[src/rtl/student_fir_feeder.sv]
// Sample FIFO feeding an FIR engine: each queued sample is presented with a
// fixed-width valid strobe, then the feeder waits (bounded) for the FIR to finish.
module student_fir_feeder #(
    parameter int DATA_SIZE      = 16,
    parameter int FIFO_DEPTH     = 8,
    parameter int STROBE_CYCLES  = 2,
    parameter int TIMEOUT_CYCLES = 2048
) (
    input  logic                          clk_i,
    input  logic                          rst_ni,
    input  logic                          enable_i,
    input  logic                          flush_i,
    input  logic                          sample_valid_i,
    input  logic [DATA_SIZE-1:0]          sample_i,
    output logic                          sample_ready_o,
    output logic                          valid_strobe_out,
    output logic [DATA_SIZE-1:0]          sample_out,
    input  logic                          compute_finished_in,
    output logic [$clog2(FIFO_DEPTH):0]   fifo_level_o,
    output logic                          timeout_o,
    output logic                          busy_o
);
    localparam int PW = $clog2(FIFO_DEPTH);
    localparam int LW = PW + 1;
    localparam int SW = (STROBE_CYCLES > 1) ? $clog2(STROBE_CYCLES) : 1;
    localparam int TW = $clog2(TIMEOUT_CYCLES + 1);

    typedef enum logic [1:0] {
        S_IDLE,
        S_STROBE,
        S_WAIT_DONE,
        S_GAP
    } state_t;

    state_t               r_state;
    logic [DATA_SIZE-1:0] r_mem [FIFO_DEPTH];
    logic [PW-1:0]        r_wr_ptr;
    logic [PW-1:0]        r_rd_ptr;
    logic [LW-1:0]        r_level;
    logic [SW-1:0]        r_strobe_cnt;
    logic [TW-1:0]        r_wait_cnt;
    logic                 r_done_seen;
    logic                 r_strobe;
    logic                 r_timeout;
    logic [DATA_SIZE-1:0] r_sample;

    logic w_ready;
    logic w_push;
    logic w_pop;
    logic w_done;

    assign w_ready = (r_level != LW'(FIFO_DEPTH)) && !flush_i;
    assign w_push  = sample_valid_i && w_ready;
    // GAP hands straight over to the next strobe so back-to-back runs take STROBE_CYCLES+2
    assign w_pop   = ((r_state == S_IDLE) || (r_state == S_GAP)) && enable_i &&
                     (r_level != '0) && !flush_i;
    assign w_done  = r_done_seen || compute_finished_in;

    always_ff @(posedge clk_i) begin
        if (w_push) begin
            r_mem[r_wr_ptr] <= sample_i;
        end
    end

    always_ff @(posedge clk_i or negedge rst_ni) begin
        if (!rst_ni) begin
            r_wr_ptr <= '0;
            r_rd_ptr <= '0;
            r_level  <= '0;
        end else if (flush_i) begin
            r_wr_ptr <= '0;
            r_rd_ptr <= '0;
            r_level  <= '0;
        end else begin
            if (w_push) begin
                r_wr_ptr <= r_wr_ptr + PW'(1);
            end
            if (w_pop) begin
                r_rd_ptr <= r_rd_ptr + PW'(1);
            end
            if (w_push && !w_pop) begin
                r_level <= r_level + LW'(1);
            end else if (!w_push && w_pop) begin
                r_level <= r_level - LW'(1);
            end
        end
    end

    always_ff @(posedge clk_i or negedge rst_ni) begin
        if (!rst_ni) begin
            r_state      <= S_IDLE;
            r_strobe     <= 1'b0;
            r_sample     <= '0;
            r_strobe_cnt <= '0;
            r_wait_cnt   <= '0;
            r_done_seen  <= 1'b0;
            r_timeout    <= 1'b0;
        end else begin
            case (r_state)
                S_IDLE, S_GAP: begin
                    if (w_pop) begin
                        r_sample     <= r_mem[r_rd_ptr];
                        r_strobe     <= 1'b1;
                        r_strobe_cnt <= SW'(STROBE_CYCLES - 1);
                        r_wait_cnt   <= TW'(TIMEOUT_CYCLES - 1);
                        r_done_seen  <= 1'b0;
                        r_state      <= S_STROBE;
                    end else begin
                        r_state <= S_IDLE;
                    end
                end
                S_STROBE: begin
                    if (r_wait_cnt != '0) begin
                        r_wait_cnt <= r_wait_cnt - TW'(1);
                    end
                    if (compute_finished_in) begin
                        r_done_seen <= 1'b1;
                    end
                    if (r_strobe_cnt == '0) begin
                        r_strobe <= 1'b0;
                        r_state  <= S_WAIT_DONE;
                    end else begin
                        r_strobe_cnt <= r_strobe_cnt - SW'(1);
                    end
                end
                S_WAIT_DONE: begin
                    if (w_done) begin
                        r_state <= S_GAP;
                    end else if (r_wait_cnt == '0) begin
                        r_timeout <= 1'b1;
                        r_state   <= S_GAP;
                    end else begin
                        r_wait_cnt <= r_wait_cnt - TW'(1);
                    end
                end
                default: r_state <= S_IDLE;
            endcase
        end
    end

    assign sample_ready_o   = w_ready;
    assign valid_strobe_out = r_strobe;
    assign sample_out       = r_sample;
    assign fifo_level_o     = r_level;
    assign timeout_o        = r_timeout;
    assign busy_o           = (r_state != S_IDLE);

endmodule
[config.mk]
export PLATFORM = sky130hd
export DESIGN_NAME = student_fir_feeder
export DESIGN_NICKNAME = d
export VERILOG_FILES = /design/src/rtl/student_fir_feeder.sv
export SDC_FILE = /design/constraint.sdc
export NUM_CORES = 1
export LEC_CHECK = 0
export CELL_PAD_IN_SITES_DETAIL_PLACEMENT = 0
export CELL_PAD_IN_SITES_GLOBAL_PLACEMENT = 2
export CORE_AREA = 2 2 131 133
export DETAILED_ROUTE_END_ITERATION = 12
export DIE_AREA = 0 0 133 135
export GPL_TIMING_DRIVEN = 0
export PLACE_DENSITY = 0.75
export SETUP_SLACK_MARGIN = 0.3
export SLEW_MARGIN = 20
export SYNTH_ARGS = -nofsm -noshare
export SYNTH_HDL_FRONTEND = slang
export SYNTH_SLANG_ARGS = --single-unit
[constraint.sdc]
create_clock -name clk_i -period 3.6 [get_ports clk_i]
set_clock_uncertainty 0.2 [all_clocks]
set_input_delay 0.54 -clock clk_i [delete_from_list [all_inputs] [get_ports clk_i]]
set_output_delay 0.54 -clock clk_i [all_outputs]
set_load 0.005 [all_outputs]
== After elaboration in Yosys (flattened, before gate mapping) ==
Memory sizes are Yosys's and may differ from the RTL's. A register that Yosys moved wholly into a read port is not among the register bits.
Index checks and enable logic that the tools add are counted.
Word-level totals
  register bits after elaboration: 28
  bits in writable memories: 128
  input bits: 22
  output and inout port bits: 24
  memories: 1
Cells by class
  add/sub/neg operators: 6
  equal/unequal tests: 11
  muxes and demuxes: 27
  bitwise logic cells: 1
  reductions and logical operators: 30
Memories
  r_mem: depth 8, width 16, read ports 1, clocked after memory_dff 1, wr ports 1, RTL line 36  | logic [DATA_SIZE-1:0] r_mem [FIFO_DEPTH];
Operators by type and width (count)
  12-bit two-way mux: 4
  12-bit case mux with 3 select lines: 1
  12-bit zero test: 1
  3-bit two-way mux: 4
  4-bit two-way mux: 3
  2-bit != test (second input constant): 6
  12-bit nonzero test: 1
  12-bit by 1-bit subtractor with 12-bit output (second input constant): 1
  3-bit AND reduction: 3
  1-bit two-way mux: 8
  2-bit nonzero test: 4
  1-bit logical AND: 7
  3-bit by 1-bit adder with 3-bit output (second input constant): 2
  2-bit two-way mux: 3
  1-bit case mux with 2 select lines: 3
  2-bit case mux with 3 select lines: 1
  2-bit AND reduction: 3
  4-bit by 1-bit adder with 4-bit output (second input constant): 1
  2-bit equality test (second input constant): 2
  1-bit zero test: 4
  4-bit != test (second input constant): 1
  4-bit AND reduction: 1
  4-bit nonzero test: 1
  4-bit by 1-bit subtractor with 4-bit output (second input constant): 1
  8 further kinds: 9

== Longest topological paths before layout ==
  word-level depth: 9
  gate-level depth with buffers: 10
  depth with buffers taken out: 10

== Worst setup path before layout ==
No wires, ideal clock.
  path kind: input to register
  start point: in sample_valid_i
  end point: mem r_mem[2][0], enable pin
  setup time: 0.436 ns
  arrival time: 2.670 ns
  data required time: 2.964 ns
  setup slack: 0.294 ns
  stages: 3
  path buffers: 0
  cell sequence: nor2b_1 nand2_4 nor4b_1
Between the ends
  word-level cells in the longest chain between the ends: 3
Ends and longest elaborated chain
  from (decl): RTL line 13  | input logic sample_valid_i,
  1-bit logical AND: RTL line 53  | assign w_push = sample_valid_i && w_ready;
  1-bit two-way mux: RTL line 60  | if (w_push) begin
  1-bit two-way mux (not written as such): RTL line 61  | r_mem[r_wr_ptr] <= sample_i;
  to (decl): RTL line 36
No other way between the ends.

== Worst setup path in the final report ==
  start point: reg r_state[0]
  end point: reg r_level[3] (netlist: fifo_level_o[3])
Between the ends
  word-level cells in the longest chain between the ends: 9
  elaborated cells between the ends (all ways): 12
Ends and longest elaborated chain
  from (decl): RTL line 35  | state_t r_state;
  from (signal assigned): RTL line 91  | r_state <= S_IDLE;
  from (signal assigned): RTL line 107  | r_state <= S_STROBE;
  from (signal assigned): RTL line 109  | r_state <= S_IDLE;
  2-bit equality test or 2-bit zero test (tied branches): RTL line 55  | assign w_pop = ((r_state == S_IDLE) || (r_state == S_GAP)) && enable_i &&
  1-bit logical OR (*): RTL line 55
  1-bit logical AND (*) (2 in series): RTL line 55
  1-bit logical AND (*): RTL line 56  | (r_level != '0) && !flush_i;
  1-bit zero test: RTL line 81  | if (w_push && !w_pop) begin
  1-bit logical AND: RTL line 81
  4-bit two-way mux: RTL line 81
  4-bit two-way mux: RTL line 70  | end else if (flush_i) begin
  to (signal assigned): RTL line 82  | r_level <= r_level + LW'(1);
  to (signal assigned): RTL line 84  | r_level <= r_level - LW'(1);
  to (decl): RTL line 39  | logic [LW-1:0] r_level;
Every way passes the cells marked *; elsewhere a longest branch is shown, timed or not.
A chain may end at the register's enable or synchronous reset.

==> out/qor.yml <==
num_rows: 47
synthDistinctLibCells: 53
post-synth-top-area-cell: "edfxtp_1"
critPathRequiredTime_ns: 3.74
ctsResizeCount: 0
synth-edff-count: 128
yosys_warnings: 0
leakagePower_nw: 2.957
worst-r2r-cell-count: 9
detailedPlacementHpwl_um: 10260
timing.critical_path.max_delay_family: "simple AND/OR/NAND/NOR gates"
critical_path_buf_inv_count: 1
layout.core_utilization_pct: 52.53
p_total_mw: 6.055
yosys-top-cells-area: "edfxtp_1 54%, dfrtp_1 16%, mux4_2 10%"
fin_crit_ns: 3.051
floorplan.core_area_um2: 16410
relative_slew_margins_pct: 32.50
post-route-cell-area_um2: 8618
grt_busiest_layer: "met2"
timing.critical_path.fanout_max: 8
grt_start_max_net_pins: 45
initial_antenna_violation_count: 0
routed_wire_length_um: 14830
drive_above_1_share_pct: 22.33
timing.critical_path.slowest_cell_delay_ns: 0.65
critical_path_capture_point_type: "flop"
grt_util_met2_pct: 29.56
io-pin-count: 46
cts_inserted_buffers: 17
grt_util_all_layers_pct: 17.93
ys_ff_latch: 172
initial_util_pct: 43.29
route.detailed.drc: 0
instances_no_fill: 735
total_congestion_overflow: 0
design.final.nets: 535
detail_route.iter0.violations: 275
synthesis.nets: 454
die-area_um2: 17960
power.ir.vdd_worst_mv: 0.4908
hp-start: "timeout_o"
ant_nets: 0
routed-via-count: 3896
cts_sinks: 172
synth_seq_area_share_pct: 69.63
hold_viol_final: 0
detail_route.vias_per_cell: 5.301
layout-area-overhead-vs-synth_pct: 21.35
first_pass_grt_wire_length_um: 23580
ctsHtreeMaxLevel: 4
worstPathArrival_ns: 3.19
cts_hold_buf: 1
synth.cell_area_um2: 7102
grt_use_met3_pct: 4.692
clkSlewWorstSetupHoldPaths_ns: 0.07
cts.path.max_buffers: 2
fillerInstances: 1338
globalRouteMet1Util_pct: 23.46
post_cts_buffers: 0
holdPathStages: 1
worst-slew-pin-transition_ns: 1.004
synth-async-reset-ratio_pct: 25.58
io_buffers: 45
clock_insertion_delay_worst_skew_ns: 0.43
ys_top_cells_by_count: "128 x edfxtp_1, 44 x dfrtp_1, 35 x nor2_1, 32 x mux4_2, 28 x a21oi_1"
worst_setup_path_start_kind: "flop"
synth.top_cell.area_share_pct: 54.12
setup_viol: 0
rsz_0062_raised_after_global_routing: "no"
place_area_um2: 8021
type_of_the_setup_path_with_the_least_slack: "reg2reg"
place_inst: 702
die-width_um: 133
crit_path_top_delay_cell: "nor3_2"
outcome: "finished clean"
floorplan.die.height_um: 135
drv_cap: 0
predominant_post_synthesis_flop_cell: "edfxtp_1"
postSynthAreaPerCell_um2: 16.87
postSynthCellCount: 421
cts_tree: "yes"
root_buffer: "clkbuf_16"
hold_crit_class: "reg2reg"
timing.reg2reg.setup_slack_ns: 0.55
highest_achievable_clock_rate_mhz: 327.8
ratio_of_total_power_to_cell_area_nw_per_um2: 702.6
hold_path_end: "timeout_o"
total_negative_slack_for_setup_checks_ns: 0
cp_common_cell: "ha_1"
multiInputGateArea_um2: 2063
grt_pass1_vias: 4115
timing.rr.end: "fifo_level_o[3]"
final_min_period_over_clock_period_pct: 84.74
gpl.final_weighted_congestion: 0.7116
first_pass_iters: 6
drv_slew: 0
cell_with_the_most_instances_after_synthesis: "edfxtp_1"
sequential_cell_area_um2: 4945
timing.rr.start: "r_state[0]"
crit_path_cell_trace: "inv_1 -> ha_1 -> nor3_2 -> nand2b_4 -> ha_1 -> a21oi_1 -> nand2_1 -> mux2_2 -> o31ai_1"
inserted_diodes: 0
routed_wire_length_per_instance_um: 20.17
[final cells by class]
class,count,area share [%]
buffer,19,1.103
clock buffer,18,5.096
clock inverter,14,1.713
inverter,13,0.5662
multi-input combinational,217,23.94
sequential,172,57.38
tap,220,3.194
timing repair buffer,62,7.012
[state kept, by name (all words and copies together), names as in the netlist]
register,cells
r_wait_cnt,12
r_wr_ptr,3
r_state,2
timeout_o,1
sample_out,16
r_strobe_cnt,1
r_rd_ptr,3
r_mem,128
valid_strobe_out,1
fifo_level_o,4
r_done_seen,1
[where the power goes]
part	internal, mW	switching, mW
Sequential	2.38	0.188
Combinational	0.841	0.832
Clock	1.00	0.813
Total	4.22	1.83
[per-stage QoR]
step | setup slack [ns] | hold slack, ns
after floorplan | 0.3224 | 0.04441
after global placement | -1.827 | 0.2750
after detailed placement | 0.3526 | 0.2711
after CTS | 0.5374 | 0.2930
after global routing | 0.3783 | 0.3400
final | 0.5495 | 0.2989
[worst max-delay path by stage]
stage	startpoint	to	cells after the start
5_1_grt	r_state[0]	fifo_level_o[3]	9
2_1_floorplan	sample_valid_i	r_mem[4][0]	3
4_1_cts	r_state[0]	fifo_level_o[3]	9
6_report	r_state[0]	fifo_level_o[3]	9
3_5_place_dp	flush_i	sample_out[13]	5
3_3_place_gp	sample_valid_i	r_mem[4][15]	4
[logic make-up after synthesis]
| kind of cell | synth area share, % |
|---|---|
| AOI/OAI and AO/OA | 5.039 |
| xor gates and xnor gates | 0.4934 |
| adders and majority gates | 2.044 |
| buffers and inverters | 2.026 |
| DFF | 69.63 |
| muxes | 13.62 |
| and+or+nand+nor | 7.153 |
[layer usage]
layer	up-vias	wire, um
li1	1804	-
met2	67	7467
met4	0	228
met3	16	514
met5	-	0
met1	2009	6616
[placed cells by master (no fill, tap or decap), types with 9 or more instances in the layout]
cell type and count:
mux4_2 32, ha_1 10, inv_1 13, edfxtp_1 128
nor2_1 34, clkbuf_16 17, clkbuf_1 9, mux2i_1 22
buf_6 9, clkdlybuf4s50_1 44, a21oi_1 28, nand2_1 13
buf_2 10, dfrtp_1 44
Note: power is estimated with default switching activity, not from simulation.
